<file path="config.mk">
export PLATFORM = sky130hd
export DESIGN_NAME = pcileech_rst_ctl_flat
export DESIGN_NICKNAME = d
export VERILOG_FILES = /design/src/rtl/pcileech_rst_ctl_if.sv /design/src/rtl/pcileech_rst_ctl.sv /design/src/flat_wrapper.sv
export SDC_FILE = /design/constraint.sdc
export NUM_CORES = 1
export LEC_CHECK = 0
export ABC_CLOCK_PERIOD_IN_PS = 5250
export CAP_MARGIN = 20
export CORE_ASPECT_RATIO = 0.9
export CORE_MARGIN = 3
export CORE_UTILIZATION = 40
export CTS_CLUSTER_SIZE = 30
export DETAILED_ROUTE_END_ITERATION = 12
export PLACE_DENSITY = 0.62
export RECOVER_POWER = 25
export SYNTH_ARGS = -nofsm -noshare
export SYNTH_HDL_FRONTEND = slang
export SYNTH_SLANG_ARGS = --single-unit
</file>
<file path="constraint.sdc">
create_clock -name clk_i -period 5.25 [get_ports clk_i]
set_input_delay 1.3125 -clock clk_i [delete_from_list [all_inputs] [get_ports clk_i]]
set_output_delay 1.3125 -clock clk_i [all_outputs]
set_load 0.02 [all_outputs]
</file>
<file path="src/rtl/pcileech_rst_ctl_if.sv">
// Reset front-end signal bundle: raw reset sources in, conditioned resets out.
// The board logic drives the raw inputs (master); the reset controller is the slave.
`timescale 1ns/1ps
interface pcileech_rst_ctl_if;
    logic       btn_rst;
    logic       pcie_perst_n;
    logic       rst;
    logic       ft601_rst_n;
    logic       perst_n_sync;
    logic [7:0] rst_count;

    modport master (
        output btn_rst,
        output pcie_perst_n,
        input  rst,
        input  ft601_rst_n,
        input  perst_n_sync,
        input  rst_count
    );

    modport slave (
        input  btn_rst,
        input  pcie_perst_n,
        output rst,
        output ft601_rst_n,
        output perst_n_sync,
        output rst_count
    );
endinterface

</file>
<file path="src/rtl/pcileech_rst_ctl.sv">
// Reset front-end: synchronises PLL-locked reset, debounces the reset button,
// synchronises PERST# and holds the system reset for POR_CYCLES after every cause clears.
`timescale 1ns/1ps
module pcileech_rst_ctl #(
    parameter int POR_CYCLES      = 64,
    parameter int DEBOUNCE_CYCLES = 1000000
) (
    input  logic                clk_i,
    input  logic                rst_ni,
    pcileech_rst_ctl_if.slave   bus_if
);
    localparam int DEB_W  = $clog2(DEBOUNCE_CYCLES + 1);
    localparam int HOLD_W = $clog2(POR_CYCLES);
    localparam logic [DEB_W-1:0]  DEB_LAST  = DEB_W'(DEBOUNCE_CYCLES - 1);
    localparam logic [HOLD_W-1:0] HOLD_LAST = HOLD_W'(POR_CYCLES - 1);

    typedef enum logic [0:0] {
        S_HOLD = 1'b0,
        S_RUN  = 1'b1
    } state_e;

    logic [1:0]        rst_sync_q;
    logic              run_s;
    logic              btn_meta_q;
    logic              btn_s_q;
    logic              perst_meta_q;
    logic              perst_sync_q;
    logic [DEB_W-1:0]  deb_cnt_q;
    logic [DEB_W-1:0]  deb_cnt_d;
    logic              btn_stable_q;
    logic              btn_stable_d;
    logic              btn_prev_q;
    state_e            state_q;
    logic [HOLD_W-1:0] hold_cnt_q;
    logic              rst_q;
    logic              ft601_rst_n_q;
    logic [7:0]        rst_count_q;

    // Reset release synchroniser: internal logic leaves reset two edges after rst_ni rises.
    always_ff @(posedge clk_i or negedge rst_ni) begin
        if (!rst_ni) begin
            rst_sync_q <= 2'b00;
        end else begin
            rst_sync_q <= {rst_sync_q[0], 1'b1};
        end
    end

    assign run_s = rst_sync_q[1];

    // Two-flop synchronisers for the raw button and PERST# pins.
    always_ff @(posedge clk_i or negedge rst_ni) begin
        if (!rst_ni) begin
            btn_meta_q   <= 1'b0;
            btn_s_q      <= 1'b0;
            perst_meta_q <= 1'b0;
            perst_sync_q <= 1'b0;
        end else begin
            btn_meta_q   <= bus_if.btn_rst;
            btn_s_q      <= btn_meta_q;
            perst_meta_q <= bus_if.pcie_perst_n;
            perst_sync_q <= perst_meta_q;
        end
    end

    // Debounce next state: a change is accepted after DEBOUNCE_CYCLES consecutive differing samples.
    always_comb begin
        deb_cnt_d    = deb_cnt_q;
        btn_stable_d = btn_stable_q;
        if (btn_s_q == btn_stable_q) begin
            deb_cnt_d = {DEB_W{1'b0}};
        end else if (deb_cnt_q == DEB_LAST) begin
            deb_cnt_d    = {DEB_W{1'b0}};
            btn_stable_d = btn_s_q;
        end else begin
            deb_cnt_d = deb_cnt_q + DEB_W'(1);
        end
    end

    // Debounce registers, held cleared until the internal reset releases.
    always_ff @(posedge clk_i or negedge rst_ni) begin
        if (!rst_ni) begin
            deb_cnt_q    <= {DEB_W{1'b0}};
            btn_stable_q <= 1'b0;
        end else if (!run_s) begin
            deb_cnt_q    <= {DEB_W{1'b0}};
            btn_stable_q <= 1'b0;
        end else begin
            deb_cnt_q    <= deb_cnt_d;
            btn_stable_q <= btn_stable_d;
        end
    end

    // Hold/run FSM with registered reset outputs; a held button keeps restarting the hold.
    always_ff @(posedge clk_i or negedge rst_ni) begin
        if (!rst_ni) begin
            state_q       <= S_HOLD;
            hold_cnt_q    <= {HOLD_W{1'b0}};
            btn_prev_q    <= 1'b0;
            rst_q         <= 1'b1;
            ft601_rst_n_q <= 1'b0;
            rst_count_q   <= 8'd0;
        end else if (!run_s) begin
            state_q       <= S_HOLD;
            hold_cnt_q    <= {HOLD_W{1'b0}};
            btn_prev_q    <= 1'b0;
            rst_q         <= 1'b1;
            ft601_rst_n_q <= 1'b0;
            rst_count_q   <= 8'd0;
        end else begin
            btn_prev_q <= btn_stable_q;
            case (state_q)
                S_HOLD: begin
                    if (btn_stable_q) begin
                        hold_cnt_q <= {HOLD_W{1'b0}};
                    end else if (hold_cnt_q == HOLD_LAST) begin
                        state_q       <= S_RUN;
                        hold_cnt_q    <= {HOLD_W{1'b0}};
                        rst_q         <= 1'b0;
                        ft601_rst_n_q <= 1'b1;
                    end else begin
                        hold_cnt_q <= hold_cnt_q + HOLD_W'(1);
                    end
                end
                S_RUN: begin
                    // Only a fresh press in run counts; presses during a hold merely extend it.
                    if (btn_stable_q && !btn_prev_q) begin
                        state_q       <= S_HOLD;
                        hold_cnt_q    <= {HOLD_W{1'b0}};
                        rst_q         <= 1'b1;
                        ft601_rst_n_q <= 1'b0;
                        if (rst_count_q != 8'hFF) begin
                            rst_count_q <= rst_count_q + 8'd1;
                        end else begin
                            rst_count_q <= rst_count_q;
                        end
                    end else begin
                        state_q <= S_RUN;
                    end
                end
                default: begin
                    state_q       <= S_HOLD;
                    hold_cnt_q    <= {HOLD_W{1'b0}};
                    rst_q         <= 1'b1;
                    ft601_rst_n_q <= 1'b0;
                end
            endcase
        end
    end

    assign bus_if.rst          = rst_q;
    assign bus_if.ft601_rst_n  = ft601_rst_n_q;
    assign bus_if.perst_n_sync = perst_sync_q;
    assign bus_if.rst_count    = rst_count_q;
endmodule

</file>
<file path="src/flat_wrapper.sv">
// flat-port wrapper written by rule: the top's interface ports become plain ports
module pcileech_rst_ctl_flat 
#(
    parameter int POR_CYCLES      = 64,
    parameter int DEBOUNCE_CYCLES = 1000000
)
  (clk_i, rst_ni, bus_if_btn_rst, bus_if_pcie_perst_n, bus_if_rst, bus_if_ft601_rst_n, bus_if_perst_n_sync, bus_if_rst_count);
  pcileech_rst_ctl_if bus_if_i ();
  input  logic clk_i;
  input  logic rst_ni;
  input wire logic [$bits(bus_if_i.btn_rst)-1:0] bus_if_btn_rst;
  input wire logic [$bits(bus_if_i.pcie_perst_n)-1:0] bus_if_pcie_perst_n;
  output wire logic [$bits(bus_if_i.rst)-1:0] bus_if_rst;
  output wire logic [$bits(bus_if_i.ft601_rst_n)-1:0] bus_if_ft601_rst_n;
  output wire logic [$bits(bus_if_i.perst_n_sync)-1:0] bus_if_perst_n_sync;
  output wire logic [$bits(bus_if_i.rst_count)-1:0] bus_if_rst_count;
  assign bus_if_i.btn_rst = bus_if_btn_rst;
  assign bus_if_i.pcie_perst_n = bus_if_pcie_perst_n;
  assign bus_if_rst = bus_if_i.rst;
  assign bus_if_ft601_rst_n = bus_if_i.ft601_rst_n;
  assign bus_if_perst_n_sync = bus_if_i.perst_n_sync;
  assign bus_if_rst_count = bus_if_i.rst_count;
  pcileech_rst_ctl #(.POR_CYCLES(POR_CYCLES), .DEBOUNCE_CYCLES(DEBOUNCE_CYCLES)) u_core (.clk_i(clk_i), .rst_ni(rst_ni), .bus_if(bus_if_i));
endmodule
</file>
==> qor.yml <==
synth_area_um2: 2156
crit_chain: "clkdlybuf4s50_1"
pin_count: 15
antenna_left: 0
timing.fmax_mhz: 364.9
endpoint: "bus_if_rst"
start_util_pct: 42.99
vias: 1578
path_max_fanout: 2
cp.arrival_ps: 1430
die_w_um: 83.39
area_growth_pct: 15.90
synth.distinct_cells: 44
drt-wirelength-per-cell_um: 13.43
synthCells: 218
ff2ff_path_depth: 4
dp.cells: 292
grtUsageTotal_pct: 13.84
gr-total-overflow: 0
setup_violations: 0
cp.buffers_inverters: 1
yosysWarnings: 0
diodes: 0
p_leak_nw: 1.023
htreeDepth: 2
crit_type: "reg2out"
fin_cells: 301
synth_edf_count: 0
post_drt_via_cell_ratio: 5.243
clockBufferDepth: 2
worst_setup_path_start_kind: "register"
rows: 24
drv_slew: 0
gp_congestion: 0.7601
power.switching_w: 0.0001369
crit_path_top_delay_cell: "clkdlybuf4s50_1"
comb_power_share_pct: 3.7
drt_iter0_drc: 61
drt_wl_total_mm: 4.043
timing.rr.start: "u_core.deb_cnt_q[2]"
ys_top_cells_by_area: "dfrtp_1 51%, xnor2_1 5.7%, nor2_1 4.7%"
drc_errors: 0
power_frac_clock_pct: 40.7
ctsResizeCount: 0
antenna_found_initial: 0
synth-seq-area-share_pct: 52.29
rsz0062_at_grt: "false"
switching_share_pct: 21.41
fin_crit_sh_pct: 52.20
ys_seq_elements: 45
p_seq_share_pct: 55.6
final-hold-violation-count: 0
p_int_w: 0.0005025
powerDensity_nw_per_um2: 255.9
cpPeakStageDelay_ps: 600
r2r_end: "u_core.deb_cnt_q[18]"
dr.pass1.iters: 4
vdd_drop_max_uv: 146.0
path_clk_slew_ps: 80
min_path_type: "reg2reg"
cp.required_ps: 3940
syn_nets: 225
status: "completed"
critPathCaptureType: "output pin"
synth_ff_type: "dfrtp_1"
numClockSinks: 45
die_area_um2: 6308
power_w: 0.0006394
numCtsBuffers: 5
worst_slew_pin_slew_ps: 1268
drive_above_1_share_pct: 6.356
cts_setup_buffers: 0
yosysTopAreaCellShare_pct: 51.07
synthTopCellsByCount: "44 x dfrtp_1, 27 x nor2_1, 19 x nand2_1, 15 x nand3_1, 14 x xnor2_1"
clkLatencyLatePin_ps: 300
relSlewSlack_pct: 15.47
async_flop_share_pct: 100.0
cp_top_family: "buffers and inverters"
nets: 242
regToRegSetupSlack_ps: 3220
path_depth: 1
syn_area_per_cell_um2: 9.889
clock_tree.root_cell: "clkbuf_8"
grt_pass1_wl_mm: 6.948
cap_viol_max_count: 0
die_y_um: 75.65
hold_buffers: 0
place_hpwl_mm: 2.668
synth.most_common_cell: "dfrtp_1"
numPortBuffers: 14
skew_ps: 9.292
coreArea_um2: 5015
layout_min_cycle_time_ps: 2741
yosysTopAreaCell: "dfrtp_1"
grt_pass1_vias: 1495
cts_tree: "done"
grt_max_degree: 46
tns_ps: 0
crit_start: "u_core.bus_if.rst"
==> worst reg2reg max path, cell delays in order (launching register included) <==
cell	delay, ps
dfrtp_1	420
nand4_1	390
or4_4	690
or3_1	320
a21oi_1	150
==> per-stage QoR <==
stage	setup WS [ps]	utilization [%]	cell area, µm²	hold slack [ps]
after floorplan	3375	-	2156	331.2
after CTS	2492	49.30	2472	356.8
after global routing	2473	49.83	2499	365.6
final	2509	49.83	2499	353.2
after detailed placement	2823	47.08	2361	336.3
after global placement	2843	47.08	2361	331.7
==> cells in the final DEF, fill, tap and decap left out, types with 2 or more instances in the layout <==
master / count
a21o_1: 2
nand2_1: 19
and3_1: 5
o21ai_0: 7
clkbuf_1: 2
nand4_1: 4
xnor2_1: 14
dfrtp_1: 44
clkdlybuf4s50_1: 13
nor4_1: 5
or4_1: 2
nand2b_1: 2
nor2_1: 27
mux2i_1: 3
o31ai_1: 2
inv_1: 7
a211oi_1: 3
or3_1: 2
and2_1: 2
a21oi_1: 9
xor2_1: 6
ha_1: 3
nor3_1: 7
clkbuf_8: 5
nand4b_1: 2
nand3_1: 15
==> layout make-up <==
cell class | instances | area, µm²
flip-flops and latches | 45 | 1127
multi-input cells | 159 | 979.7
inverters | 8 | 30.03
fillers | 447 | 2516
clock inverters | 2 | 38.79
clock buffers | 6 | 72.57
well taps | 65 | 81.33
repair buffers | 16 | 168.9
==> per-layer routing <==
layer	vias to the layer above	wire, µm	GRT usage, %
met2	24	1784	22.24
met1	747	2083	18.49
met5	-	0	0
li1	800	-	-
met3	7	128	3.243
met4	0	45	5.445
==> power by group through the flow <==
stage          Clock [W]  Combinational [W]  Sequential, W
3_5_place_dp           0          0.0000217       0.000363
4_1_cts         0.000269          0.0000220       0.000356
5_1_grt         0.000282          0.0000275       0.000357
3_3_place_gp           0          0.0000213       0.000362
2_1_floorplan          0         0.00000956       0.000361
6_report        0.000260          0.0000238       0.000356
==> registers in the layout (all words and copies together), names as in the netlist, 2 cells and up <==
name / count
u_core.hold_cnt_q: 6
u_core.deb_cnt_q: 20
u_core.rst_sync_q: 2
u_core.bus_if.rst_count: 8
==> how the worst min path moves through the flow <==
| stage | slack, ps | startpoint | cells after the start | endpoint |
|---|---|---|---|---|
| after CTS | 360 | u_core.perst_meta_q | 0 | u_core.bus_if.perst_n_sync |
| after global placement | 330 | u_core.perst_meta_q | 0 | u_core.bus_if.perst_n_sync |
| final | 350 | u_core.perst_meta_q | 0 | u_core.bus_if.perst_n_sync |
| after floorplan | 330 | u_core.btn_meta_q | 0 | u_core.btn_s_q |
| after detailed placement | 340 | u_core.perst_meta_q | 0 | u_core.bus_if.perst_n_sync |
| after global routing | 370 | u_core.rst_sync_q[0] | 0 | u_core.rst_sync_q[1] |
==> cells by family after synthesis <==
family                   synth area share (%)
AO/OA/AOI/OAI                           9.286
flip-flops                              52.29
other                                  0.1739
XOR/XNOR                                8.125
AND/OR/NAND/NOR                         24.49
adder cells (fa/ha/maj)                 1.741
multiplexers                            1.393
buffers and inverters                   2.496
(Power assumes the default switching activity.)
